`config.mk`:
```
export PLATFORM = sky130hd
export DESIGN_NAME = ahb_split_slave
export DESIGN_NICKNAME = d
export VERILOG_FILES = /design/src/rtl/ahb_pkg.sv /design/src/rtl/ahb_split_tracker.sv /design/src/rtl/ahb_split_slave.sv
export SDC_FILE = /design/constraint.sdc
export NUM_CORES = 1
export LEC_CHECK = 0
export CAP_MARGIN = 20
export CELL_PAD_IN_SITES_DETAIL_PLACEMENT = 1
export CELL_PAD_IN_SITES_GLOBAL_PLACEMENT = 1
export CORE_MARGIN = 5
export CORE_UTILIZATION = 35
export CTS_CLUSTER_SIZE = 10
export DETAILED_ROUTE_END_ITERATION = 6
export DONT_BUFFER_PORTS = 1
export GPL_ROUTABILITY_DRIVEN = 0
export GPL_TIMING_DRIVEN = 0
export PLACE_DENSITY_LB_ADDON = 0.1
export REMOVE_ABC_BUFFERS = 1
export SLEW_MARGIN = 20
export SYNTH_ARGS = -nofsm -noshare
export SYNTH_HDL_FRONTEND = slang
export SYNTH_HIERARCHICAL = 1
export SYNTH_SLANG_ARGS = --single-unit
```
`constraint.sdc`:
```
create_clock -name hclk -period 3 [get_ports hclk]
set_clock_uncertainty 0.15 [all_clocks]
set_input_delay 0.75 -clock hclk [delete_from_list [all_inputs] [get_ports hclk]]
set_output_delay 0.75 -clock hclk [all_outputs]
set_load 0.03 [all_outputs]
```
`src/rtl/ahb_pkg.sv`:
```
// Shared AHB encodings: transfer types, response codes and the slave data-path states.
package ahb_pkg;

  localparam logic [1:0] HTRANS_IDLE   = 2'b00;
  localparam logic [1:0] HTRANS_BUSY   = 2'b01;
  localparam logic [1:0] HTRANS_NONSEQ = 2'b10;
  localparam logic [1:0] HTRANS_SEQ    = 2'b11;

  localparam logic [1:0] HRESP_OKAY  = 2'b00;
  localparam logic [1:0] HRESP_ERROR = 2'b01;
  localparam logic [1:0] HRESP_RETRY = 2'b10;
  localparam logic [1:0] HRESP_SPLIT = 2'b11;

  localparam int unsigned HSPLIT_W = 16;

  typedef enum logic [1:0] {
    StIdle,
    StRdWait,
    StResp1,
    StResp2
  } dp_state_e;

endpackage

```
`src/rtl/ahb_split_tracker.sv`:
```
// Tracks the single outstanding SPLIT: owner, release countdown and the hsplit pulse.
module ahb_split_tracker
  import ahb_pkg::*;
#(
  parameter int unsigned SPLIT_LATENCY = 8
) (
  input  logic                hclk,
  input  logic                hresetn,
  input  logic                split_req,
  input  logic [1:0]          split_master,
  input  logic                split_done,
  output logic                pending,
  output logic                released,
  output logic [1:0]          rec_master,
  output logic [HSPLIT_W-1:0] hsplit
);

  typedef enum logic [1:0] {
    TrNone,
    TrCount,
    TrReleased
  } tr_state_e;

  localparam logic [7:0] CntInit = 8'(SPLIT_LATENCY);

  tr_state_e             state_q;
  logic [7:0]            cnt_q;
  logic [1:0]            rec_master_q;
  logic [HSPLIT_W-1:0]   hsplit_q;

  // Countdown starts at the SPLIT address phase so the pulse lands
  // SPLIT_LATENCY + 2 cycles after it; hsplit is high for one cycle only.
  always_ff @(posedge hclk or negedge hresetn) begin
    if (!hresetn) begin
      state_q      <= TrNone;
      cnt_q        <= '0;
      rec_master_q <= '0;
      hsplit_q     <= '0;
    end else begin
      hsplit_q <= '0;
      unique case (state_q)
        TrNone: begin
          if (split_req) begin
            state_q      <= TrCount;
            rec_master_q <= split_master;
            cnt_q        <= CntInit;
          end
        end
        TrCount: begin
          if (cnt_q == '0) begin
            state_q  <= TrReleased;
            hsplit_q <= HSPLIT_W'(1) << rec_master_q;
          end else begin
            cnt_q <= cnt_q - 8'd1;
          end
        end
        TrReleased: begin
          if (split_done) begin
            state_q <= TrNone;
          end
        end
        default: state_q <= TrNone;
      endcase
    end
  end

  assign pending    = (state_q != TrNone);
  assign released   = (state_q == TrReleased);
  assign rec_master = rec_master_q;
  assign hsplit     = hsplit_q;

endmodule

```
`src/rtl/ahb_split_slave.sv`:
```
// AHB slave: word memory, read wait states and two-cycle ERROR/RETRY/SPLIT responses.
module ahb_split_slave
  import ahb_pkg::*;
#(
  parameter int unsigned MEM_WORDS     = 16,
  parameter int unsigned WAIT_STATES   = 1,
  parameter int unsigned SPLIT_LATENCY = 8,
  parameter int unsigned SLOW_BIT      = 10
) (
  input  logic                hclk,
  input  logic                hresetn,
  input  logic                hsel,
  input  logic [31:0]         haddr,
  input  logic [1:0]          htrans,
  input  logic                hwrite,
  input  logic [31:0]         hwdata,
  input  logic [1:0]          hmaster,
  input  logic                hready_in,
  output logic [31:0]         hrdata,
  output logic                hready,
  output logic [1:0]          hresp,
  output logic [HSPLIT_W-1:0] hsplit
);

  localparam int unsigned IdxW     = $clog2(MEM_WORDS);
  localparam logic [2:0]  WaitInit = (WAIT_STATES > 0) ? 3'(WAIT_STATES - 1) : 3'd0;

  dp_state_e        state_q;
  logic             hready_q;
  logic [1:0]       hresp_q;
  logic [31:0]      hrdata_q;
  logic [2:0]       wait_cnt_q;
  logic [IdxW-1:0]  rd_idx_q;
  logic             wr_pend_q;
  logic [IdxW-1:0]  wr_idx_q;
  logic [31:0]      mem_q [MEM_WORDS];

  logic             acc;
  logic [IdxW-1:0]  idx;
  logic             bad;
  logic [1:0]       code;
  logic             split_req;
  logic             split_done;
  logic             pending;
  logic             released;
  logic [1:0]       rec_master;
  logic [31:0]      fwd_data;
  logic             unused_bits;

  // New address phases are only taken while our data phase is ready.
  assign acc = hsel && hready_in && htrans[1] && ((state_q == StIdle) || (state_q == StResp2));
  assign idx = haddr[IdxW+1:2];
  // A zero-wait read can coincide with the previous write's data phase.
  assign fwd_data = (wr_pend_q && (wr_idx_q == idx)) ? hwdata : mem_q[idx];
  assign unused_bits = ^{haddr, htrans[0]};

  // Classify the presented address phase in priority order.
  always_comb begin
    bad        = 1'b0;
    code       = HRESP_OKAY;
    split_req  = 1'b0;
    split_done = 1'b0;
    if (haddr[1:0] != 2'b00) begin
      bad  = 1'b1;
      code = HRESP_ERROR;
    end else if (haddr[SLOW_BIT]) begin
      if (!pending) begin
        bad       = 1'b1;
        code      = HRESP_SPLIT;
        split_req = acc;
      end else if ((hmaster != rec_master) || !released) begin
        bad  = 1'b1;
        code = HRESP_RETRY;
      end else begin
        split_done = acc;
      end
    end
  end

  // Data-path FSM, memory and registered bus outputs.
  always_ff @(posedge hclk or negedge hresetn) begin
    if (!hresetn) begin
      state_q    <= StIdle;
      hready_q   <= 1'b1;
      hresp_q    <= HRESP_OKAY;
      hrdata_q   <= '0;
      wait_cnt_q <= '0;
      rd_idx_q   <= '0;
      wr_pend_q  <= 1'b0;
      wr_idx_q   <= '0;
      for (int i = 0; i < MEM_WORDS; i++) begin
        mem_q[i] <= '0;
      end
    end else begin
      if (wr_pend_q) begin
        mem_q[wr_idx_q] <= hwdata;
      end
      wr_pend_q <= 1'b0;
      unique case (state_q)
        StRdWait: begin
          if (wait_cnt_q == '0) begin
            hready_q <= 1'b1;
            hrdata_q <= mem_q[rd_idx_q];
            state_q  <= StIdle;
          end else begin
            wait_cnt_q <= wait_cnt_q - 3'd1;
          end
        end
        StResp1: begin
          hready_q <= 1'b1;
          state_q  <= StResp2;
        end
        StIdle, StResp2: begin
          hready_q <= 1'b1;
          hresp_q  <= HRESP_OKAY;
          state_q  <= StIdle;
          if (acc) begin
            if (bad) begin
              hready_q <= 1'b0;
              hresp_q  <= code;
              state_q  <= StResp1;
            end else if (hwrite) begin
              wr_pend_q <= 1'b1;
              wr_idx_q  <= idx;
            end else if (WAIT_STATES == 0) begin
              hrdata_q <= fwd_data;
            end else begin
              hready_q   <= 1'b0;
              wait_cnt_q <= WaitInit;
              rd_idx_q   <= idx;
              state_q    <= StRdWait;
            end
          end
        end
        default: state_q <= StIdle;
      endcase
    end
  end

  ahb_split_tracker #(
    .SPLIT_LATENCY(SPLIT_LATENCY)
  ) u_tracker (
    .hclk        (hclk),
    .hresetn     (hresetn),
    .split_req   (split_req),
    .split_master(hmaster),
    .split_done  (split_done),
    .pending     (pending),
    .released    (released),
    .rec_master  (rec_master),
    .hsplit      (hsplit)
  );

  assign hready = hready_q;
  assign hresp  = hresp_q;
  assign hrdata = hrdata_q;

endmodule

```
# Word-level counts from Yosys, hierarchy flattened
# Index checks and enable logic that the tools add are counted.
[totals]
reg_bits = 589
in_bits = 73
output_inout_bits = 51
wordCells = 125
[classes]
addsub = 2
order_cmp = 3
n_eq_ne = 15
n_shift = 1
mux = 49
bitwise_logic = 4
reduce_logical = 23
[op_table]
columns = ["cell", "n"]
rows = [
  ["bitwise mux 512 bit", 1],
  ["binary-select mux 32 bit (select 4 bit)", 1],
  ["demux 32 bit (select 4 bit)", 1],
  ["two-way mux 32 bit", 3],
  ["two-way mux 16 bit", 2],
  ["two-way mux 2 bit", 12],
  ["two-way mux 1 bit", 18],
  ["two-way mux 8 bit", 2],
  ["!= test 2 bit, second input constant", 8],
  ["case mux 8 bit (2 select lines)", 1],
  ["<< shifter 1 x 2 -> 16 bit, first input constant", 1],
  ["two-way mux 3 bit", 4],
  ["case mux 2 bit (3 select lines)", 2],
  ["greater-or-equal comparator 5 bit, second input constant", 2],
  ["NOT 4 -> 5 bit", 2],
  ["logical NOT 8 bit", 1],
  ["AND reduction 4 bit", 2],
  ["nonzero test 2 bit", 4],
  ["subtractor 8 x 1 -> 8 bit, second input constant", 1],
  ["equality test 2 bit, second input constant", 3],
  ["case mux 3 bit (2 select lines)", 1],
  ["AND reduction 3 bit", 2],
  ["< comparator 5 x 1 -> 1 bit, second input constant", 1],
  ["AND reduction 5 bit", 1],
  ["other kinds (13)", 21],
]

# Depth between registers and ports, before layout
# Gate-level depths: netlist of run 1.
[depth]
ltp_word = 10
ltp_mapped = 9
mapped_depth_nobuf = 8

# Hierarchy
# The synthesis of run 1 kept the hierarchy.
[by_module_without_submodules]
columns = ["mod", "n_inst", "cells_per_inst", "area_per_inst_um2"]
rows = [
  ["ahb_split_slave", 1, 1732, 25079.1],
  ["ahb_split_tracker", 1, 83, 842.1],
]

# Worst setup path after synthesis of run 1
# Ideal clock, no wire load.
[synth_path]
kind = "in2reg"
startpoint = "in htrans[1]"
endpoint = "reg u_tracker.cnt_q[7]"
setup_ns = 0.139
arrival_time_ns = 1.998
required_ns = 2.711
path_slack_ns = 0.713
path_stages = 7
cell_sequence = "and4_1 > nand3_1 > nor2_1 > or3b_2 > clkbuf_1 > o311ai_0 > o31ai_1"
[synth_between]
elab_chain_len = 7
[synth_rtl]
columns = ["item", "line", "rtl"]
rows = [
  ["start: declaration", "ahb_split_slave.sv:14", "input logic [1:0] htrans,"],
  ["logical AND 1 bit (2 in a row)", "ahb_split_slave.sv:51", "assign acc = hsel && hready_in && htrans[1] && ((state_q == StIdle) || (state_q == StResp2));"],
  ["two-way mux 1 bit", "ahb_split_slave.sv:67", "if (!pending) begin"],
  ["two-way mux 1 bit", "ahb_split_slave.sv:66", "end else if (haddr[SLOW_BIT]) begin"],
  ["two-way mux 1 bit", "ahb_split_slave.sv:63", "if (haddr[1:0] != 2'b00) begin"],
  ["named net split_req", "ahb_split_slave.sv:42", "logic split_req;"],
  ["!= test 2 bit (no line)", "--", ""],
  ["AND reduction 3 bit (no line)", "--", ""],
  ["end signal: assignment", "ahb_split_tracker.sv:46", "cnt_q <= CntInit;"],
  ["end signal: assignment", "ahb_split_tracker.sv:54", "cnt_q <= cnt_q - 8'd1;"],
  ["end: declaration", "ahb_split_tracker.sv:27", "logic [7:0] cnt_q;"],
]
# The timed path passes the listed nets, and every way through them passes these cells.
# A chain may end at the register's enable or synchronous reset.

# Final worst setup path of run 1
[layout_path]
startpoint = "reg rd_idx_q[0]"
endpoint = "reg hrdata_q[25] (netlist: hrdata[25])"
[layout_between]
elab_chain_len = 4
[layout_rtl]
columns = ["item", "line", "rtl"]
rows = [
  ["start: declaration", "ahb_split_slave.sv:33", "logic [IdxW-1:0] rd_idx_q;"],
  ["start signal: assignment", "ahb_split_slave.sv:130", "rd_idx_q <= idx;"],
  ["NOT 4 -> 5 bit (implied by the code)", "ahb_split_slave.sv:103", "hrdata_q <= mem_q[rd_idx_q];"],
  ["binary-select mux 32 bit (select 4 bit)", "ahb_split_slave.sv:103", ""],
  ["two-way mux 32 bit (implied by the code) (2 in a row)", "ahb_split_slave.sv:103", ""],
  ["end signal: assignment", "ahb_split_slave.sv:103", ""],
  ["end signal: assignment", "ahb_split_slave.sv:126", "hrdata_q <= fwd_data;"],
  ["end: declaration", "ahb_split_slave.sv:31", "logic [31:0] hrdata_q;"],
]
# No other way between the ends. The select of a mux whose other input is x is not followed.

==> flow_summary.json, run 1 <==
{
  "status": "finished with violations",
  "violations": "hold timing, slew limit",
  "critPathKind": "flip-flop to flip-flop",
  "path_common_cell": "buf_16",
  "worstSetupStartpointType": "flip-flop",
  "worstPathMaxFanout": 23,
  "crit_required_ns": 3.32,
  "dr.pass1.iters": 6,
  "port_buffers": 0,
  "arrival_ns": 2.92,
  "netlist_top_cells_count": "dfrtp_1 (576), mux2_2 (514), mux2i_1 (135)",
  "cts_tree": "done",
  "cts_buffers": 70,
  "grt_pass1_wl_um": 109000,
  "wl_per_cell_um": 25.5,
  "ys.flop_type": "dfrtp_1",
  "yosysMostFrequentCell": "dfrtp_1",
  "grt_usage_pct": 18.0,
  "clockRootBuffer": "clkbuf_16",
  "synth_top_family_by_area": "multiplexers",
  "ys_ff_latch": 577,
  "worstMarginPinSlew_ns": 2.35,
  "synth_compound_area_share_pct": 3.77,
  "r2r.worst_path.cells": 6,
  "n_antenna_cell": 0,
  "wirelength_um": 70500,
  "first_global_vias": 16747,
  "multi_input_area_um2": 10800,
  "io_pins": 124,
  "cts_buffer_depth": 3,
  "slew_violations": 472,
  "min_period_over_period_pct": 86.7,
  "antenna_found_initial": 0,
  "max_stage_delay_ns": 0.78,
  "synthCells": 1815,
  "dp_hpwl_um": 43900,
  "grt_overflow_total": 0,
  "setup_ws_ns": 0.400,
  "core_area_um2": 73200,
  "setup-violations-final": 0,
  "ys_async_sr_fraction_pct": 100,
  "relSlewSlack_pct": -56.7,
  "end_kind": "flip-flop",
  "clk_pin_slew_ns": 0.06,
  "min_path_type": "input port to asynchronous set/reset pin",
  "post_synth.cell_area_avg_um2": 14.3,
  "ant_nets": 0,
  "vias_per_cell": 5.43,
  "dieArea_um2": 79600,
  "grt_max_degree": 578,
  "hold_viol": 97,
  "pre_cts_ws_ns": 0.287,
  "regArea_um2": 14500,
  "synth_top_area_share_pct": 55.6,
  "area_growth_pct": 14.0,
  "cellLeakagePower_uw": 0.0129,
  "yosysWarnings": 6,
  "synthMuxAreaShare_pct": 33.2,
  "ys_types": 57,
  "netlist_top_cells_area": "dfrtp_1 (56%), mux2_2 (22%), mux4_2 (5.4%)",
  "clkSinkCount": 577,
  "vias": 15038,
  "p_per_area_nw_per_um2": 687,
  "cp_cell_sequence": "nor2b_4 > buf_16 > buf_16 > a22oi_1 > a31oi_1 > a21oi_1",
  "whs_ns": -0.243,
  "vdd.ir_drop.worst_mv": 0.291,
  "synth_edf_count": 0,
  "slowest_stage": "dfrtp_4",
  "initial_utilization_pct": 35.4,
  "die_y_um": 282,
  "die_x_um": 282,
  "synth_seq_area_share_pct": 55.7,
  "synth_xor_area_share_pct": 0.0676,
  "synth_top_area_cell": "dfrtp_1",
  "drive_above_1_share_pct": 40.9,
  "rows": 99,
  "clk_latency_ns": 0.59,
  "h-tree-depth": 3,
  "power.total_uw": 20300,
  "synthAdderAreaFrac_pct": 0.241,
  "post-cts-setup-buffers": 0,
  "maxCapViolations": 0,
  "yosys.area_share.simple_pct": 3.79,
  "min_period_ns": 2.60,
  "fmax_mhz": 385,
  "first_iter_violations": 765,
  "num-fill-cells": 7277,
  "fin_nets": 1863,
  "rsz0062_at_grt": "no",
  "synth_area_um2": 25900,
  "drc": 0
}
[repair_timing]
item,4_1_cts,5_1_grt
gates resized for setup,0,0
endpoints found under the setup margin,0,0
endpoints found under the hold margin,577,576
[registers in the layout, indices dropped and copies added, names as in the netlist, 3 cells and up]
name              cells
hrdata               32
wait_cnt_q            3
rd_idx_q              4
mem_q               512
u_tracker/hsplit      4
wr_idx_q              4
u_tracker/cnt_q       8
[final cells by class]
type	instances	share of cell area, %
Sequential cell	577	48.9
Multi-Input combinational cell	1078	36.7
Clock buffer	94	6.51
Tap cell	959	4.06
Timing Repair Buffer	48	3.59
Clock inverter	2	0.131
Inverter	10	0.127
[power by group]
group / internal [µW] / total [µW] / leakage (µW) / switching (µW)
clock network: 4490 / 7600 / 0.000957 / 3120
logic: 1560 / 3270 / 0.00443 / 1700
registers: 8370 / 9420 / 0.00748 / 1060
total: 14400 / 20300 / 0.0129 / 5880
[worst paths after layout]
kind | from | to | slack [ns]
max in group asynchronous | hresetn | rd_idx_q[3] | 0.81
worst min register to register | mem_q[241] | mem_q[241] | 0.35
worst max-delay path | rd_idx_q[0] | hrdata[25] | 0.40
min in group hclk | hwrite | hready | 0.13
worst max register to register | rd_idx_q[0] | hrdata[25] | 0.40
worst min-delay path | hresetn | u_tracker/cnt_q[5] | -0.24
[layer usage]
metal,GRT usage (%),vias to the layer above,share of wire (%)
li1,-,6519,-
met1,26.4,8213,48
met2,27.6,216,45
met3,3.80,90,4.7
met4,4.06,0,2.0
met5,0,-,0
[cell usage in the layout, fill, tap and decap left out, types with 11 or more instances in the layout]
master and instances:
a21oi_1 27, conb_1 12, nand4_1 22, nand2_1 63, nor2_1 38, mux2i_1 135, dfrtp_1 573, a31oi_1 32
mux4_2 62, nor2_4 11, buf_16 23, clkbuf_16 71, clkbuf_1 17, buf_12 15, a22oi_1 64, mux2_2 514
[cell families (layout without fill, tap and decap cells)]
family / count (synthesis) / count (layout)
AOI/OAI and AO/OA: 146 / 146
DFF: 577 / 577
xor gates and xnor gates: 2 / 2
other: 1 / 12
muxes: 718 / 718
and+or+nand+nor: 195 / 195
adders and majority gates: 5 / 5
buffers and inverters: 171 / 154
[per-stage QoR]
stage / TNS (ns) / std cells / cell area (µm²) / util (%)
after detailed placement: 0 / 2671 / 27600 / 37.7
after global routing: 0 / 2768 / 29600 / 40.4
final: 0 / 2768 / 29600 / 40.4
after CTS: 0 / 2767 / 29500 / 40.4
after floorplan: -125.58 / 1665 / 25200 / -
after global placement: -947.19 / 2624 / 26400 / 36.0
[worst max-delay path: cells and delay by family, from the launching register on]
kind	cells	cell delay [ns]
buffers and inverters	2	0.39
AND/OR/NAND/NOR	1	0.62
AO/OA/AOI/OAI	3	0.51
flip-flops	1	0.78
No activity file was read; power rests on OpenSTA's default activity.
==> inputs of run 2 (changes only) <==
- SETUP_SLACK_MARGIN: unset -> 0.5
- TNS_END_PERCENT: unset -> 30
==> run 2 against run 1 <==
Register-to-register slack better by 0.18 ns. Critical path type unchanged. Core utilization is 0.12 points higher. The run still ends with hold timing, slew limit left. Sequential share of layout area is 0.14 points lower. Critical path depth is 1 lower. Final area is 0.29% higher. Maximum frequency is 7.3% higher. Clock-buffer cell count stayed put. Cell count is 0.25% higher. Hold slack better by 0.0013 ns. Power is 0.33% higher. Global-route usage is 0.11 points higher. Via count hardly changed.
==> flow_summary.json, run 2 (synthesis gave the netlist of run 1 again) <==
{
  "violations": "hold timing, slew limit",
  "cp_cell_sequence": "nand3b_1 > nor2_4 > buf_16 > buf_12 > mux2_2",
  "cellLeakagePower_uw": 0.0129,
  "min_period_ns": 2.42,
  "ant_nets": 0,
  "core_area_um2": 73200,
  "cts_buffer_depth": 3,
  "area_growth_pct": 14.4,
  "dr.pass1.iters": 5,
  "wl_per_cell_um": 25.7,
  "die_x_um": 282,
  "n_antenna_cell": 0,
  "slew_violations": 467,
  "min_period_over_period_pct": 80.8,
  "combPwrFrac_pct": 16.4,
  "grt_max_degree": 578,
  "whs_ns": -0.242,
  "top_usage_layer": "met2",
  "max_stage_delay_ns": 0.48,
  "final_util_pct": 40.5,
  "critPathKind": "flip-flop to flip-flop",
  "placed_area_um2": 27600,
  "min_path_type": "input port to asynchronous set/reset pin",
  "slowest_stage": "nor2_4",
  "grt_util_met1_pct": 26.5,
  "drive_above_1_share_pct": 41.4,
  "cts_tree": "done",
  "fin_area_um2": 29600,
  "h-tree-depth": 3,
  "p_per_area_nw_per_um2": 687,
  "worstMarginPinSlew_ns": 2.36,
  "worstSetupStartpointType": "flip-flop",
  "fin_nets": 1870,
  "grtUsageMet3_pct": 3.93,
  "cts_buffers": 70,
  "arrival_ns": 2.74,
  "antenna_found_initial": 1,
  "first_global_vias": 16782,
  "dp_hpwl_um": 43900,
  "die_y_um": 282,
  "crit_required_ns": 3.32,
  "grt_overflow_total": 0,
  "p_int_uw": 14400,
  "worstPathMaxFanout": 16,
  "io_pins": 124,
  "vias_per_cell": 5.42,
  "relSlewSlack_pct": -57.4,
  "pwr-share-seq_pct": 46.3,
  "clk_pin_slew_ns": 0.06,
  "port_buffers": 0,
  "rsz0062_at_grt": "yes",
  "layout_common_cells": "dfrtp_1 (572), mux2_2 (514), mux2i_1 (135)",
  "vias": 15046,
  "power.share.clock_pct": 37.4,
  "first_iter_violations": 811,
  "hold_viol": 102,
  "grt_usage_pct": 18.1,
  "clockRootBuffer": "clkbuf_16",
  "grt_util_met2_pct": 27.8,
  "dieArea_um2": 79600,
  "drc": 0,
  "wirelength_um": 71200,
  "grt_pass1_wl_um": 109000,
  "status": "finished with violations",
  "end_kind": "flip-flop",
  "power.switching_uw": 5910,
  "vdd.ir_drop.worst_mv": 0.292,
  "fmax_mhz": 413,
  "rows": 99,
  "maxCapViolations": 0,
  "clk_latency_ns": 0.59,
  "regMostFlops": "mem_q",
  "setup-violations-final": 0,
  "clkSinkCount": 577,
  "initial_utilization_pct": 35.4,
  "largest_register_ffs": 512,
  "layout_commonest_cell": "dfrtp_1",
  "switching_share_pct": 29.0
}
run 2: routing by layer:
layer,vias up,routed length [µm]
met5,-,0
met3,94,3150
met1,8208,34400
met4,0,1500
li1,6540,-
met2,204,32100
run 2: path summary, 6_finish.rpt:
path	start	endpoint	slack, ns	cells after the start
min in group hclk	hwrite	hready	0.13	2
max reg2reg	wr_idx_q[2]	mem_q[223]	0.58	5
min reg2reg	mem_q[241]	mem_q[241]	0.35	1
min	hresetn	u_tracker/cnt_q[5]	-0.24	0
max in group asynchronous	hresetn	rd_idx_q[0]	0.80	0
max	wr_idx_q[2]	mem_q[223]	0.58	5
run 2: area by class of cell:
cell class | count | area (µm²)
clock buffer | 94 | 1920
multi-input combinational | 1079 | 10900
inverter | 10 | 37.5
clock inverter | 2 | 38.8
tap | 959 | 1200
timing repair buffer | 54 | 1120
fill | 7270 | 43600
sequential | 577 | 14500
run 2: what timing repair did:
item	in CTS	in global routing
gates cloned	1	0
buffers inserted	4	3
endpoints found under the setup margin	25	30
hold endpoints to repair	577	576
pin swaps	3	2
resized for setup	3	4
run 2: power groups by stage:
stage / clock [µW] / sequential, µW / combinational (µW)
2_1_floorplan: 0 / 9510 / 2290
3_3_place_gp: 0 / 9870 / 3000
3_5_place_dp: 0 / 9580 / 3300
4_1_cts: 7910 / 9460 / 3330
5_1_grt: 8210 / 9530 / 3630
6_report: 7610 / 9420 / 3330
run 2: stage by stage:
stage	cells	total power [µW]	TNS (ns)	setup slack, ns
2_1_floorplan	1665	11800	-125.58	-3.85
3_3_place_gp	2624	12900	-947.19	-8.06
3_5_place_dp	2671	12900	0	0.287
4_1_cts	2772	20700	0	0.441
5_1_grt	2775	21400	0	0.491
6_report	2775	20400	0	0.577
run 2: critical path: cells and delay by family (launching register included):
kind,cells,cell delay [ns]
mux,1,0.36
simple gates,2,0.90
buf+inv,2,0.41
flops,1,0.46
